`config.mk`:
```
export PLATFORM = sky130hd
export DESIGN_NAME = user_input_debounce
export DESIGN_NICKNAME = d
export VERILOG_FILES = /design/src/rtl/user_input_debounce.sv
export SDC_FILE = /design/constraint.sdc
export NUM_CORES = 1
export LEC_CHECK = 0
export CORE_AREA = 10 10 179 181
export DETAILED_ROUTE_END_ITERATION = 6
export DIE_AREA = 0 0 189 191
export PLACE_DENSITY = 0.68
export SYNTH_ARGS = -nofsm -noshare
export SYNTH_HDL_FRONTEND = slang
export SYNTH_SLANG_ARGS = --single-unit
```
`constraint.sdc`:
```
create_clock -name clk -period 2.8 [get_ports clk]
set_input_delay 0.56 -clock clk [delete_from_list [all_inputs] [get_ports clk]]
set_output_delay 0.56 -clock clk [all_outputs]
set_load 0.03 [all_outputs]
```
`src/rtl/user_input_debounce.sv`:
```
// User-input peripheral: synchronizes and debounces 64 DIP switches and NKEY
// push keys, drives the debounced switch word to the display, and exposes
// state plus a maskable change interrupt on a small word-addressed bus.
module user_input_debounce #(
  parameter int unsigned DEBOUNCE_CYCLES = 200000,
  parameter int unsigned NKEY            = 8
) (
  input  logic            clk,
  input  logic            reset,
  input  logic [63:0]     sw_raw,
  input  logic [NKEY-1:0] key_raw,
  input  logic [1:0]      Addr,
  input  logic            WE,
  input  logic [31:0]     din,
  output logic [31:0]     dout,
  output logic [31:0]     A,
  output logic [31:0]     B,
  output logic            irq
);

  localparam int unsigned SW_W  = 64;
  localparam int unsigned IN_W  = NKEY + SW_W;
  localparam int unsigned CNT_W = (DEBOUNCE_CYCLES > 1) ? $clog2(DEBOUNCE_CYCLES) : 1;
  localparam logic [CNT_W-1:0] CNT_RELOAD = CNT_W'(DEBOUNCE_CYCLES - 1);
  localparam logic [1:0] ADDR_SW_LO = 2'd0;
  localparam logic [1:0] ADDR_SW_HI = 2'd1;
  localparam logic [1:0] ADDR_KEY   = 2'd2;
  localparam logic [1:0] ADDR_CTL   = 2'd3;

  logic [IN_W-1:0]  sync1;
  logic [IN_W-1:0]  s;
  logic [IN_W-1:0]  prev_sample;
  logic [IN_W-1:0]  db;
  logic [IN_W-1:0]  diff_c;
  logic [IN_W-1:0]  db_next_c;
  logic [CNT_W-1:0] cnt;
  logic             tick_c;
  logic             change_c;
  logic             ctl_wr_c;
  logic             pending;
  logic             irq_en;
  logic [NKEY-1:0]  key_db;
  logic [SW_W-1:0]  sw_db;
  logic             din_unused_c;

  assign tick_c       = (cnt == '0);
  assign ctl_wr_c     = WE && (Addr == ADDR_CTL);
  assign key_db       = db[IN_W-1:SW_W];
  assign sw_db        = db[SW_W-1:0];
  assign din_unused_c = ^din[31:2];

  // Shared sample-tick down-counter, reloads on reaching zero
  always_ff @(posedge clk or negedge reset) begin
    if (!reset) begin
      cnt <= CNT_RELOAD;
    end else if (tick_c) begin
      cnt <= CNT_RELOAD;
    end else begin
      cnt <= cnt - CNT_W'(1);
    end
  end

  // Two-flop synchronizer on all raw pins
  always_ff @(posedge clk or negedge reset) begin
    if (!reset) begin
      sync1 <= '0;
      s     <= '0;
    end else begin
      sync1 <= {key_raw, sw_raw};
      s     <= sync1;
    end
  end

  // Per-bit qualification: a bit follows s only when two consecutive ticks agree
  always_comb begin
    diff_c    = s ^ prev_sample;
    db_next_c = db;
    if (tick_c) begin
      db_next_c = (s & ~diff_c) | (db & diff_c);
    end
    change_c = (db_next_c != db);
  end

  // Tick-sampled history and debounced state
  always_ff @(posedge clk or negedge reset) begin
    if (!reset) begin
      prev_sample <= '0;
      db          <= '0;
    end else begin
      if (tick_c) begin
        prev_sample <= s;
      end
      db <= db_next_c;
    end
  end

  // Interrupt control: change sets pending and beats a simultaneous W1C
  always_ff @(posedge clk or negedge reset) begin
    if (!reset) begin
      pending <= 1'b0;
      irq_en  <= 1'b0;
    end else begin
      if (change_c) begin
        pending <= 1'b1;
      end else if (ctl_wr_c && din[1]) begin
        pending <= 1'b0;
      end
      if (ctl_wr_c) begin
        irq_en <= din[0];
      end
    end
  end

  // Bus read mux straight from registers
  always_comb begin
    dout = '0;
    case (Addr)
      ADDR_SW_LO: dout = sw_db[31:0];
      ADDR_SW_HI: dout = sw_db[63:32];
      ADDR_KEY:   dout = 32'(key_db);
      ADDR_CTL:   dout = {30'd0, pending, irq_en};
      default:    dout = '0;
    endcase
  end

  assign A   = sw_db[63:32];
  assign B   = sw_db[31:0];
  assign irq = irq_en & pending;

endmodule

```
# [After elaboration in Yosys (flattened, before gate mapping)]
# Cells that the tools add are included.
[totals] word_cells=28 out_inout_bits=97 ff_bits=308
[op_classes] bitwise_logic=6 n_reduce_logical=5 n_eq_ne=4 add_sub_neg=1 mux=5
[ops] cell="bitwise AND 72 bit" count=2
[ops] cell="case mux 32 bit (4 select lines)" count=1
[ops] cell="two-way mux 72 bit" count=1
[ops] cell="inequality test 72 bit" count=1
[ops] cell="inverter 72 bit" count=1
[ops] cell="OR 72 bit" count=1
[ops] cell="bitwise XOR 72 bit" count=1
[ops] cell="logical NOT 18 bit" count=1
[ops] cell="two-way mux 18 bit" count=1
[ops] cell="subtractor 18 x 1 -> 18 bit (second input constant)" count=1
[ops] cell="== test 2 bit (second input constant)" count=2
[ops] cell="== test 2 x 1 -> 1 bit (second input constant)" count=1
[ops] cell="logical AND 1 bit" count=2
[ops] cell="logical NOT 2 bit" count=1
[ops] cell="two-way mux 1 bit" count=2
[ops] cell="nonzero test 2 bit" count=1
[ops] cell="bitwise AND 1 bit" count=1

# [Longest topological paths before layout]
[depth] ltp_word=7 ltp_mapped=9 mapped_depth_nobuf=6

# [Least setup slack after synthesis]
# OpenSTA, ideal clock, no wires.
[synth_path] path_type="input -> output" from="input port Addr[0]" to="output port dout[2]" path_slack_ns=0.125 required_time_ns=2.240 arrival_time_ns=2.115 path_stages=4 path_cell_list="clkbuf_1 clkbuf_1 mux2i_1 o21ai_0"
[synth_via] elab_chain_cells=2 elab_cells_between_ends=5
[synth_lines] item="start: declaration" line_no="12" text="input logic [1:0] Addr,"
[synth_lines] item="== test 2 bit (tied with other cells)" line_no="117" text="case (Addr)"
[synth_lines] item="case mux 32 bit (4 select lines) *" line_no="117"
[synth_lines] item="end: declaration" line_no="15" text="output logic [31:0] dout,"
# Every way passes the cells marked *; elsewhere a longest branch is shown, timed or not.

# [Final worst setup path]
[layout_path] from="register cnt[12]" to="register db[71]"
[layout_via] elab_chain_cells=2
[layout_lines] item="start: declaration" line_no="36" text="logic [CNT_W-1:0] cnt;"
[layout_lines] item="start signal: assignment" line_no="59" text="cnt <= cnt - CNT_W'(1);"
[layout_lines] item="logical NOT 18 bit" line_no="46" text="assign tick_c = (cnt == '0);"
[layout_lines] item="two-way mux 72 bit" line_no="78" text="if (tick_c) begin"
[layout_lines] item="via db_next_c[71]" line_no="35" text="logic [IN_W-1:0] db_next_c;"
[layout_lines] item="end signal: assignment" line_no="93" text="db <= db_next_c;"
[layout_lines] item="end: declaration" line_no="33" text="logic [IN_W-1:0] db;"
# The timed path passes the listed nets, and every way through them passes these cells.
# A chain may end at the register's enable or synchronous reset.

==> impl_metrics.env <==
export IMPL_status="completed"
export IMPL_clockBufferDepth=3
export IMPL_num_io_pins=206
export IMPL_clk_pin_slew_ns=0.06
export IMPL_start_kind="flip-flop"
export IMPL_cts_tree="built"
export IMPL_clkSinkCount=308
export IMPL_hp_class="reg2reg"
export IMPL_cts_resized=0
export IMPL_synth_seq_area_share_pct=61.12
export IMPL_max_slew_margin_pct=50.84
export IMPL_critPathLaunch="cnt[12]$_DFF_PN0_"
export IMPL_path_cells="or4_4, nor3_2, nand4b_1, or2_4, buf_4, o21ai_0, o21ai_0"
export IMPL_synth_top_cell_by_area="dfrtp_1"
export IMPL_drt_wl_total_mm=33.36
export IMPL_via_count=9346
export IMPL_n_antenna_cell=0
export IMPL_critical_path_max_stage_delay_ns=0.55
export IMPL_power_density_mw_per_mm2=613.1
export IMPL_r2r_start="cnt[12]$_DFF_PN0_"
export IMPL_tightest_slew_ns=0.7306
export IMPL_slew_viol_final=0
export IMPL_fin_setup_tns_ns=0
export IMPL_synth_seq_cells=308
export IMPL_placed_cell_area_sq_mm=0.01466
export IMPL_synthFlopType="dfrtp_1"
export IMPL_drtPass1Iterations=5
export IMPL_irDropWorstVdd_uv=335.1
export IMPL_start_util_pct=44.37
export IMPL_drc=0
export IMPL_syn_inst=1241
export IMPL_core_sq_mm=0.02847
export IMPL_crit_top_cell="o21ai_0"
export IMPL_cts_setup_buffers=0
export IMPL_pre_cts_ws_ns=0.2813
export IMPL_yosysMostFrequentCell="dfrtp_1"
export IMPL_wl_met2_mm=15.64
export IMPL_syn_num_nets=1352
export IMPL_die_y_um=191
export IMPL_wl_met1_mm=14.50
export IMPL_synth_edff_count=0
export IMPL_multiInputGateArea_sq_mm=0.003918
export IMPL_crit_buf_inv=1
export IMPL_dr_max_layer_used="met4"
export IMPL_cts_root_buf="clkbuf_16"
export IMPL_fillCellCount=2402
export IMPL_fmax_ghz=0.3904
export IMPL_cts_buffers_inserted=34
export IMPL_p_leak_nw=6.970
export IMPL_reg2regPathDepth=7
export IMPL_grtUsageTotal_pct=18.26
export IMPL_rr_endpoint="db[71]$_DFF_PN0_"
export IMPL_seq_area_sq_mm=0.007721
export IMPL_yosys_warnings=0
export IMPL_ys_top_cells_by_area="dfrtp_1 59%, o21ai_1 6.3%, nand2_1 4.9%"
export IMPL_cpLargestDelayFamily="simple AND/OR/NAND/NOR gates"
export IMPL_crit_required_ns=3.16
export IMPL_place_gp_congestion=0.8780
export IMPL_synth_cell_types=45
export IMPL_antenna_left=0
export IMPL_synthArstFlopShare_pct=100.0
export IMPL_cp_endpoint="db[71]$_DFF_PN0_"
export IMPL_setup_violations=0
export IMPL_route_met3_wl_mm=2.373
export IMPL_grt_max_degree=101
export IMPL_post_drt_wl_per_cell_um=18.78
export IMPL_power_mw=9.754
export IMPL_area_growth_syn_to_layout_pct=25.94
export IMPL_drt_vias_per_instance=5.262
export IMPL_syn_cell_area_sq_mm=0.01263
export IMPL_grt_overflow=0
export IMPL_maxCapViolations=0
export IMPL_nets=1478
export IMPL_std_cell_rows=62
export IMPL_grt_pass1_vias=9217
export IMPL_worstSetupPathType="reg2reg"
export IMPL_hold_viol_final=0
export IMPL_cp_arrival_ns=2.92
export IMPL_hold_slack_ns=0.3290
export IMPL_reg2reg_slack_ns=0.24
export IMPL_finalInstanceArea_sq_mm=0.01591
export IMPL_rsz0062_at_grt="false"
export IMPL_synth_avg_cell_area_sq_um=10.18
export IMPL_crit_fanout=43
export IMPL_antenna_found_initial=0
export IMPL_die_x_um=189
export IMPL_io_buffers=175
export IMPL_crit_slowest_cell="or4_4"
export IMPL_drt_initial_drc_count=819
export IMPL_die_area_sq_mm=0.03610
export IMPL_endpoint_kind="flip-flop"
export IMPL_drive_gt1_share_pct=9.339
export IMPL_dp_hpwl_mm=24.06
export IMPL_htree_levels=2
export IMPL_grt_pass1_wl_mm=51.98
export IMPL_fin_worst_skew_ns=0.02197
export IMPL_post_route_period_util_pct=91.48
export IMPL_yosysTopAreaCellShare_pct=58.83
export IMPL_clock_latency_ns=0.51
export IMPL_synth_common_cells="297 x dfrtp_1, 164 x nand2_1, 160 x o21ai_1, 114 x nor2_1, 80 x a21oi_1"
export IMPL_crit_cells=7
export IMPL_timing_final_ws_setup_ns=0.2386
export IMPL_period_needed_ns=2.561
## cell usage in the layout (no fill, tap or decap), types with 3 or more instances in the layout
cell type        Yosys  routed
dfrtp_1            297     297
nand2_1            164     164
o21ai_1            160     160
clkdlybuf4s50_1      0     141
nor2_1             114     113
a21oi_1             80      80
inv_1               75      75
o21ai_0             64      64
clkbuf_16            0      37
buf_12               0      34
mux2i_1             30      30
o22ai_1             23      23
buf_4               64      19
nor4_1              14      14
clkbuf_8             0      12
nor3b_1             11      11
dfstp_2             11      11
a22oi_1             10      10
a211oi_1             9       9
xnor2_1              8       8
nand4_1              7       7
nand3_1              6       6
o2bb2ai_1            6       6
xor2_1               5       5
a22o_1               5       5
nand2b_1             5       5
clkbuf_1            12       5
nor3_1               4       4
bufinv_16            0       4
clkinv_2             0       3
## where the power goes
group,switching (mW),internal (mW)
sequential,0.0715,4.56
clock,1.72,3.08
combinational,0.172,0.149
## worst min-delay path by stage
stage                              startpoint                 to  slack (ns)  cells past startpoint
after floorplan                         reset  cnt[12]$_DFF_PN0_        0.26                      0
after global placement     sync1[4]$_DFF_PN0_     s[4]$_DFF_PN0_        0.33                      0
after detailed placement  sync1[32]$_DFF_PN0_    s[32]$_DFF_PN0_        0.33                      0
after CTS                 sync1[16]$_DFF_PN0_    s[16]$_DFF_PN0_        0.33                      0
after global routing      sync1[48]$_DFF_PN0_    s[48]$_DFF_PN0_        0.34                      0
final                     sync1[16]$_DFF_PN0_    s[16]$_DFF_PN0_        0.33                      0
## layout make-up
class	count	share of cell area, %
well taps	384	3.020
clock inverters	7	0.8493
multi-input cells	751	24.62
repair buffers	197	14.23
clock buffers	54	6.975
inverters	75	1.769
flip-flops and latches	308	48.53
## kinds of logic (layout without fill, tap and decap cells)
kind of cell / count (synthesis) / count (layout) / share of synthesized area (%)
flops: 308 / 308 / 61.12
xor+xnor: 13 / 13 / 0.9013
simple gates: 338 / 338 / 11.37
compound gates: 364 / 364 / 15.55
fa+ha+maj: 2 / 2 / 0.1980
mux: 34 / 34 / 2.912
buf+inv: 182 / 333 / 7.953
## state kept, by name (all words and copies together), names as in the netlist
signal / cells
prev_sample: 72
pending: 1
db: 72
cnt: 18
sync1: 72
irq_en: 1
s: 72
## per-layer routing
metal,global-route usage [%],up-vias
met2,28.95,311
li1,-,4434
met1,24.34,4552
met3,4.209,49
met5,0,-
met4,6.044,0
## worst reg2reg max path: stages (launching register included)
cell and delay (ns):
dfrtp_1 0.41, or4_4 0.55, nor3_2 0.19, nand4b_1 0.22, or2_4 0.40, buf_4 0.29, o21ai_0 0.25, o21ai_0 0.12
## through the flow
stage / util, % / cells
floorplan: - / 1241
global placement: 51.48 / 1714
detailed placement: 51.48 / 1714
global route: 55.88 / 1776
CTS: 55.88 / 1776
finish: 55.88 / 1776
## what timing repair did
action,in CTS,in global routing
endpoints found under the setup margin,0,0
hold endpoints to repair,2,0
hold buffers,1,0
Note: power is estimated with default switching activity, not from simulation.
